**config.mk**
```make
export PLATFORM = sky130hd
export DESIGN_NAME = wm_key_panel_flat
export DESIGN_NICKNAME = d
export VERILOG_FILES = /design/src/rtl/wm_key_panel_if.sv /design/src/rtl/wm_key_panel.sv /design/src/flat_wrapper.sv
export SDC_FILE = /design/constraint.sdc
export NUM_CORES = 1
export LEC_CHECK = 0
export ABC_AREA = 1
export ABC_CLOCK_PERIOD_IN_PS = 1720
export BUFFER_PORTS_ARGS = -buffer_cell sky130_fd_sc_hd__buf_2
export CORE_MARGIN = 2
export CORE_UTILIZATION = 57
export CTS_CLUSTER_DIAMETER = 80
export DETAILED_ROUTE_END_ITERATION = 12
export PLACE_DENSITY = 0.71
export SYNTH_ARGS = -nofsm -noshare
export SYNTH_HDL_FRONTEND = slang
export SYNTH_SLANG_ARGS = --single-unit
```
**constraint.sdc**
```tcl
create_clock -name clk -period 1.72 [get_ports clk]
set_input_delay 0.086 -clock clk [delete_from_list [all_inputs] [get_ports clk]]
set_output_delay 0.086 -clock clk [all_outputs]
set_load 0.05 [all_outputs]
```
**src/rtl/wm_key_panel_if.sv**
```systemverilog
// Key panel bus: raw keys and run feedback in, selections and run command out.
interface wm_key_panel_if;
  logic       key_course;
  logic       key_water;
  logic       key_temp;
  logic       key_start;
  logic       cycle_done;
  logic [1:0] sel_course;
  logic [1:0] sel_water;
  logic [1:0] sel_temp;
  logic       run;
  logic       sel_changed;

  modport master (
    output key_course, key_water, key_temp, key_start, cycle_done,
    input  sel_course, sel_water, sel_temp, run, sel_changed
  );

  modport slave (
    input  key_course, key_water, key_temp, key_start, cycle_done,
    output sel_course, sel_water, sel_temp, run, sel_changed
  );
endinterface

```
**src/rtl/wm_key_panel.sv**
```systemverilog
// Washing-machine key panel: per-key synchronise/debounce lanes feeding
// selection registers and a two-state run controller.
module wm_key_lane #(
  parameter int DEBOUNCE_CYCLES = 1250000
) (
  input  logic clk,
  input  logic reset,
  input  logic sync_vld,
  input  logic key_raw,
  output logic press
);
  localparam int CW = $clog2(DEBOUNCE_CYCLES) + 1;
  localparam logic [CW-1:0] CNT_MAX = CW'(DEBOUNCE_CYCLES - 1);

  logic [1:0]    sync;
  logic          deb;
  logic          armed;
  logic [CW-1:0] cnt;

  // armed only once the key has been seen released after reset, so a key
  // held through reset cannot produce a press.
  always_ff @(posedge clk) begin
    if (reset) begin
      sync  <= '0;
      deb   <= 1'b0;
      armed <= 1'b0;
      cnt   <= '0;
      press <= 1'b0;
    end else begin
      sync  <= {sync[0], key_raw};
      press <= 1'b0;
      if (sync_vld && !sync[1]) armed <= 1'b1;
      if (sync[1] == deb) begin
        cnt <= '0;
      end else if (cnt == CNT_MAX) begin
        deb   <= ~deb;
        cnt   <= '0;
        press <= ~deb & armed;
      end else begin
        cnt <= cnt + 1'b1;
      end
    end
  end
endmodule

module wm_key_panel #(
  parameter int DEBOUNCE_CYCLES = 1250000
) (
  input  logic           clk,
  input  logic           reset,
  wm_key_panel_if.slave  bus
);
  localparam int NUM_KEYS = 4;
  localparam int K_COURSE = 0;
  localparam int K_WATER  = 1;
  localparam int K_TEMP   = 2;
  localparam int K_START  = 3;

  typedef enum logic {IDLE = 1'b0, RUN = 1'b1} run_state_t;

  logic [NUM_KEYS-1:0] key_raw;
  logic [NUM_KEYS-1:0] press;
  logic [2:1]          vld_pipe;
  run_state_t          state, state_nxt;
  logic [1:0]          course_q, water_q, temp_q;
  logic [1:0]          course_nxt, water_nxt, temp_nxt;
  logic                changed_q, changed_nxt;

  assign key_raw = {bus.key_start, bus.key_temp, bus.key_water, bus.key_course};

  // Marks when the synchroniser output reflects post-reset samples.
  always_ff @(posedge clk) begin
    if (reset) vld_pipe <= '0;
    else       vld_pipe <= {vld_pipe[1], 1'b1};
  end

  for (genvar i = 0; i < NUM_KEYS; i++) begin : g_lane
    wm_key_lane #(.DEBOUNCE_CYCLES(DEBOUNCE_CYCLES)) u_lane (
      .clk      (clk),
      .reset    (reset),
      .sync_vld (vld_pipe[2]),
      .key_raw  (key_raw[i]),
      .press    (press[i])
    );
  end

  always_ff @(posedge clk) begin
    if (reset) state <= IDLE;
    else       state <= state_nxt;
  end

  always_comb begin
    state_nxt   = state;
    course_nxt  = course_q;
    water_nxt   = water_q;
    temp_nxt    = temp_q;
    changed_nxt = 1'b0;
    case (state)
      IDLE: begin
        if (press[K_START]) state_nxt = RUN;
        if (press[K_COURSE]) begin
          course_nxt  = course_q + 2'd1;
          changed_nxt = 1'b1;
        end
        if (press[K_WATER]) begin
          water_nxt   = (water_q == 2'd2) ? 2'd0 : water_q + 2'd1;
          changed_nxt = 1'b1;
        end
        if (press[K_TEMP]) begin
          temp_nxt    = (temp_q == 2'd2) ? 2'd0 : temp_q + 2'd1;
          changed_nxt = 1'b1;
        end
      end
      RUN: begin
        if (press[K_START] || bus.cycle_done) state_nxt = IDLE;
      end
      default: state_nxt = IDLE;
    endcase
  end

  always_ff @(posedge clk) begin
    if (reset) begin
      course_q  <= 2'd0;
      water_q   <= 2'd0;
      temp_q    <= 2'd0;
      changed_q <= 1'b0;
    end else begin
      course_q  <= course_nxt;
      water_q   <= water_nxt;
      temp_q    <= temp_nxt;
      changed_q <= changed_nxt;
    end
  end

  assign bus.sel_course  = course_q;
  assign bus.sel_water   = water_q;
  assign bus.sel_temp    = temp_q;
  assign bus.run         = (state == RUN);
  assign bus.sel_changed = changed_q;
endmodule

```
**src/flat_wrapper.sv**
```systemverilog
// flat-port wrapper written by rule: the top's interface ports become plain ports
module wm_key_panel_flat 
#(
  parameter int DEBOUNCE_CYCLES = 1250000
)
  (clk, reset, bus_key_course, bus_key_water, bus_key_temp, bus_key_start, bus_cycle_done, bus_sel_course, bus_sel_water, bus_sel_temp, bus_run, bus_sel_changed);
  wm_key_panel_if bus_i ();
  input  logic clk;
  input  logic reset;
  input wire logic [$bits(bus_i.key_course)-1:0] bus_key_course;
  input wire logic [$bits(bus_i.key_water)-1:0] bus_key_water;
  input wire logic [$bits(bus_i.key_temp)-1:0] bus_key_temp;
  input wire logic [$bits(bus_i.key_start)-1:0] bus_key_start;
  input wire logic [$bits(bus_i.cycle_done)-1:0] bus_cycle_done;
  output wire logic [$bits(bus_i.sel_course)-1:0] bus_sel_course;
  output wire logic [$bits(bus_i.sel_water)-1:0] bus_sel_water;
  output wire logic [$bits(bus_i.sel_temp)-1:0] bus_sel_temp;
  output wire logic [$bits(bus_i.run)-1:0] bus_run;
  output wire logic [$bits(bus_i.sel_changed)-1:0] bus_sel_changed;
  assign bus_i.key_course = bus_key_course;
  assign bus_i.key_water = bus_key_water;
  assign bus_i.key_temp = bus_key_temp;
  assign bus_i.key_start = bus_key_start;
  assign bus_i.cycle_done = bus_cycle_done;
  assign bus_sel_course = bus_i.sel_course;
  assign bus_sel_water = bus_i.sel_water;
  assign bus_sel_temp = bus_i.sel_temp;
  assign bus_run = bus_i.run;
  assign bus_sel_changed = bus_i.sel_changed;
  wm_key_panel #(.DEBOUNCE_CYCLES(DEBOUNCE_CYCLES)) u_core (.clk(clk), .reset(reset), .bus(bus_i));
endmodule
```
==> impl_metrics.ini <==
[outcome]
status = completed

[synthesis]
async_flop_share = 0
synthSimpleGateAreaFrac = 0.3756
synth_edf_count = 0
synthFlopType = dfxtp_1
synthMuxAreaShare = 0
synth_cells = 830
ys_types = 32
synthAdderAreaFrac = 0.008828
ys_seq_elements = 118
synth_top_family_by_area = simple AND/OR/NAND/NOR gates
syn-cell-area_mm2 = 0.005669
yosysWarnings = 0
synth_xor_area_frac = 0.05098
synth-compound-area-share = 0.06908
synth_seq_area_share = 0.4167
syn_nets = 841
avgSynthCellArea_um2 = 6.830

[cells_and_area]
antennaDiodeCount = 0
drive_above_1_share = 0.09864
area_growth_pct = 17.57
final_nets = 880
fin_util = 0.6851

[power_and_ir_drop]
max-vdd-ir-drop_mv = 0.8356
power.density_mw_per_mm2 = 1018
p_leak_nw = 2.261

[critical_path]
critPathKind = reg2reg
end_kind = flop
ff2ff_path_depth = 9
cp_max_fo = 22
worstPathRequired_ns = 2.13
crit_path_end = u_core.g_lane[0].u_lane.cnt[12]$_SDFF_PP0_
startpoint = u_core.g_lane[0].u_lane.cnt[0]$_SDFF_PP0_
r2r_end = u_core.g_lane[0].u_lane.cnt[12]$_SDFF_PP0_
worstPathArrival_ns = 1.97
cp-start-kind = flop
reg2reg_from = u_core.g_lane[0].u_lane.cnt[0]$_SDFF_PP0_
rrSetupSlack_ns = 0.17

[detailed_routing]
drt_first_pass_iters = 4
routed_wl_um = 11960
drtAntennaViolNets = 0
post-route-drc-count = 0
vias = 5220
wl_per_cell_um = 11.78
first_iter_violations = 217
vias_per_cell = 5.143

[clocking]
root_buffer = clkbuf_8
insertion_delay_ns = 0.52
cts_tree = built
cts_max_path_buffers = 2
cts_made_buffers = 17
cts.sinks = 118
cts_setup_buffers = 0
cts_max_level = 4
path_clk_slew_ns = 0.06

[sta]
grt_setup_unrepaired = false
fmax_mhz = 643.4
min_period_ns = 1.554
setup_viol = 0
final.setup_skew_ns = 0.006698
setup_ws_ns = 0.1659
hold_violations = 0
finalCritPeriodShare = 0.9036
slew_headroom = 0.7498
slew_viol_final = 0
tightest_slew_ns = 0.3724
tns_ns = 0

[floorplan]
io_pins = 15
rows = 36
die_y_um = 103.7
core_mm2 = 0.009729
initial_core_util = 0.5827
die_w_um = 103.7
fp.dieArea_mm2 = 0.01076

[placement]
pre_cts_slack_ns = 0.1497
numPortBuffers = 14
place.gp.congestion = 0.9059
dp_hpwl_um = 8489

[grt]
grt.overflow.total = 0
track_usage = 0.2367
grt_pass1_wl_um = 21110
antenna_found_initial = 0
first_global_vias = 4987
grt_max_degree = 23

[worst_hold_path]
hp-class = in2reg
hold_depth = 4

[run]
cap_violations = 0
[cell type report]
| type | count | area, um^2 |
|---|---|---|
| fillers | 863 | 3064 |
| multi-input cells | 608 | 2873 |
| flip-flops and latches | 118 | 2362 |
| clock buffers | 19 | 431.7 |
| inverters | 93 | 349.1 |
| repair buffers | 31 | 255.2 |
| clock inverters | 13 | 227.7 |
| well taps | 133 | 166.4 |
[registers in the layout, indices dropped and copies added, names as in the netlist]
register                    flops
u_core.bus.sel_water            2
u_core.bus.run                  1
u_core.bus.sel_temp             2
u_core.bus.sel_course           2
u_core.g_lane.u_lane.press      4
u_core.vld_pipe                 2
u_core.g_lane.u_lane.deb        4
u_core.g_lane.u_lane.cnt       88
u_core.bus.sel_changed          1
u_core.g_lane.u_lane.armed      4
u_core.g_lane.u_lane.sync       8
[synthesized netlist by cell type, types with 5 or more instances]
library cell | instances | area, um^2
xor2_1 | 22 | 192.7
nand3_2 | 6 | 60.06
xnor2_1 | 11 | 96.34
nor2_1 | 199 | 747.0
inv_1 | 92 | 345.3
buf_4 | 5 | 37.54
nand4_1 | 13 | 81.33
nor2_2 | 5 | 31.28
nand3_1 | 55 | 275.3
o21ai_0 | 13 | 65.06
a21oi_1 | 40 | 200.2
dfxtp_1 | 118 | 2362
nor3_1 | 10 | 50.05
nand2_1 | 194 | 728.2
buf_6 | 5 | 56.30
[how the worst min path moves through the flow]
stage	start	end	slack (ns)
3_3_place_gp	bus_key_course	u_core.g_lane[0].u_lane.sync[0]$_SDFF_PP0_	0.29
4_1_cts	bus_key_temp	u_core.g_lane[2].u_lane.sync[0]$_SDFF_PP0_	0.30
2_1_floorplan	bus_key_course	u_core.g_lane[0].u_lane.sync[0]$_SDFF_PP0_	0.19
5_1_grt	bus_key_temp	u_core.g_lane[2].u_lane.sync[0]$_SDFF_PP0_	0.35
3_5_place_dp	bus_key_start	u_core.g_lane[3].u_lane.sync[0]$_SDFF_PP0_	0.29
6_report	bus_key_water	u_core.g_lane[1].u_lane.sync[0]$_SDFF_PP0_	0.31
[cells in the final DEF, fill, tap and decap left out, drive strengths merged]
cell type    synthesis  layout
nor2               208     208
clkinv               0       5
nor3                10      10
o21bai               4       4
a311oi               1       1
buf                 10      23
o21ai               15      15
and2                 2       2
xor2                22      22
nand4               13      13
dlygate4sd3          0       8
or2                  7       7
nand3b               3       3
bufinv               0       6
inv                 93      93
nor3b                1       1
ha                   4       4
o211a                2       2
nand2              198     198
a211oi               2       2
dfxtp              118     118
clkinvlp             0       2
xnor2               11      11
a21oi               44      44
clkbuf               1      19
nand3               61      61
[layer usage]
| layer | track usage | vias up | routed length [um] |
|---|---|---|---|
| met5 | 0 | - | 0 |
| met3 | 0.07048 | 28 | 471 |
| li1 | - | 2675 | - |
| met4 | 0.09556 | 0 | 218 |
| met2 | 0.4054 | 111 | 5830 |
| met1 | 0.2780 | 2406 | 5438 |
[through the flow]
stage               area, um^2  std cells  power, mW  hold WS [ns]
floorplan                 5669        830      2.884        0.1930
global placement          5913        975      2.904        0.2865
detailed placement        5913        975      2.908        0.2949
CTS                       6653       1015      6.848        0.3009
global route              6665       1015      6.980        0.3517
finish                    6665       1015      6.786        0.3108
[timing repair]
| item | in CTS | in global routing |
|---|---|---|
| hold buffers | 8 | 0 |
| gates resized for setup | 0 | 4 |
| hold endpoints to repair | 14 | 0 |
| endpoints found under the setup margin | 0 | 24 |
[power by group]
part / internal [mW] / switching [mW] / leakage (nW) / total [mW]
logic: 0.0425 / 0.0531 / 0.989 / 0.0956
registers: 2.76 / 0.0103 / 0.954 / 2.77
clock network: 2.68 / 1.25 / 0.318 / 3.92
total: 5.48 / 1.31 / 2.26 / 6.79
[worst max-delay path, stage by stage, from the launching register on]
cell and delay [ns]:
dfxtp_1 0.37, ha_2 0.23, nand3_2 0.14, nor2_4 0.12, nand2_1 0.07, nor2_2 0.11
nand2_1 0.09, nand2_2 0.09, buf_12 0.16, nor2_1 0.06
[kinds of logic after synthesis]
group,after synthesis
buf+inv,104
simple gates,503
fa+ha+maj,4
flops,118
xor+xnor,33
compound gates,68
Power figures use the tool's default switching activity.
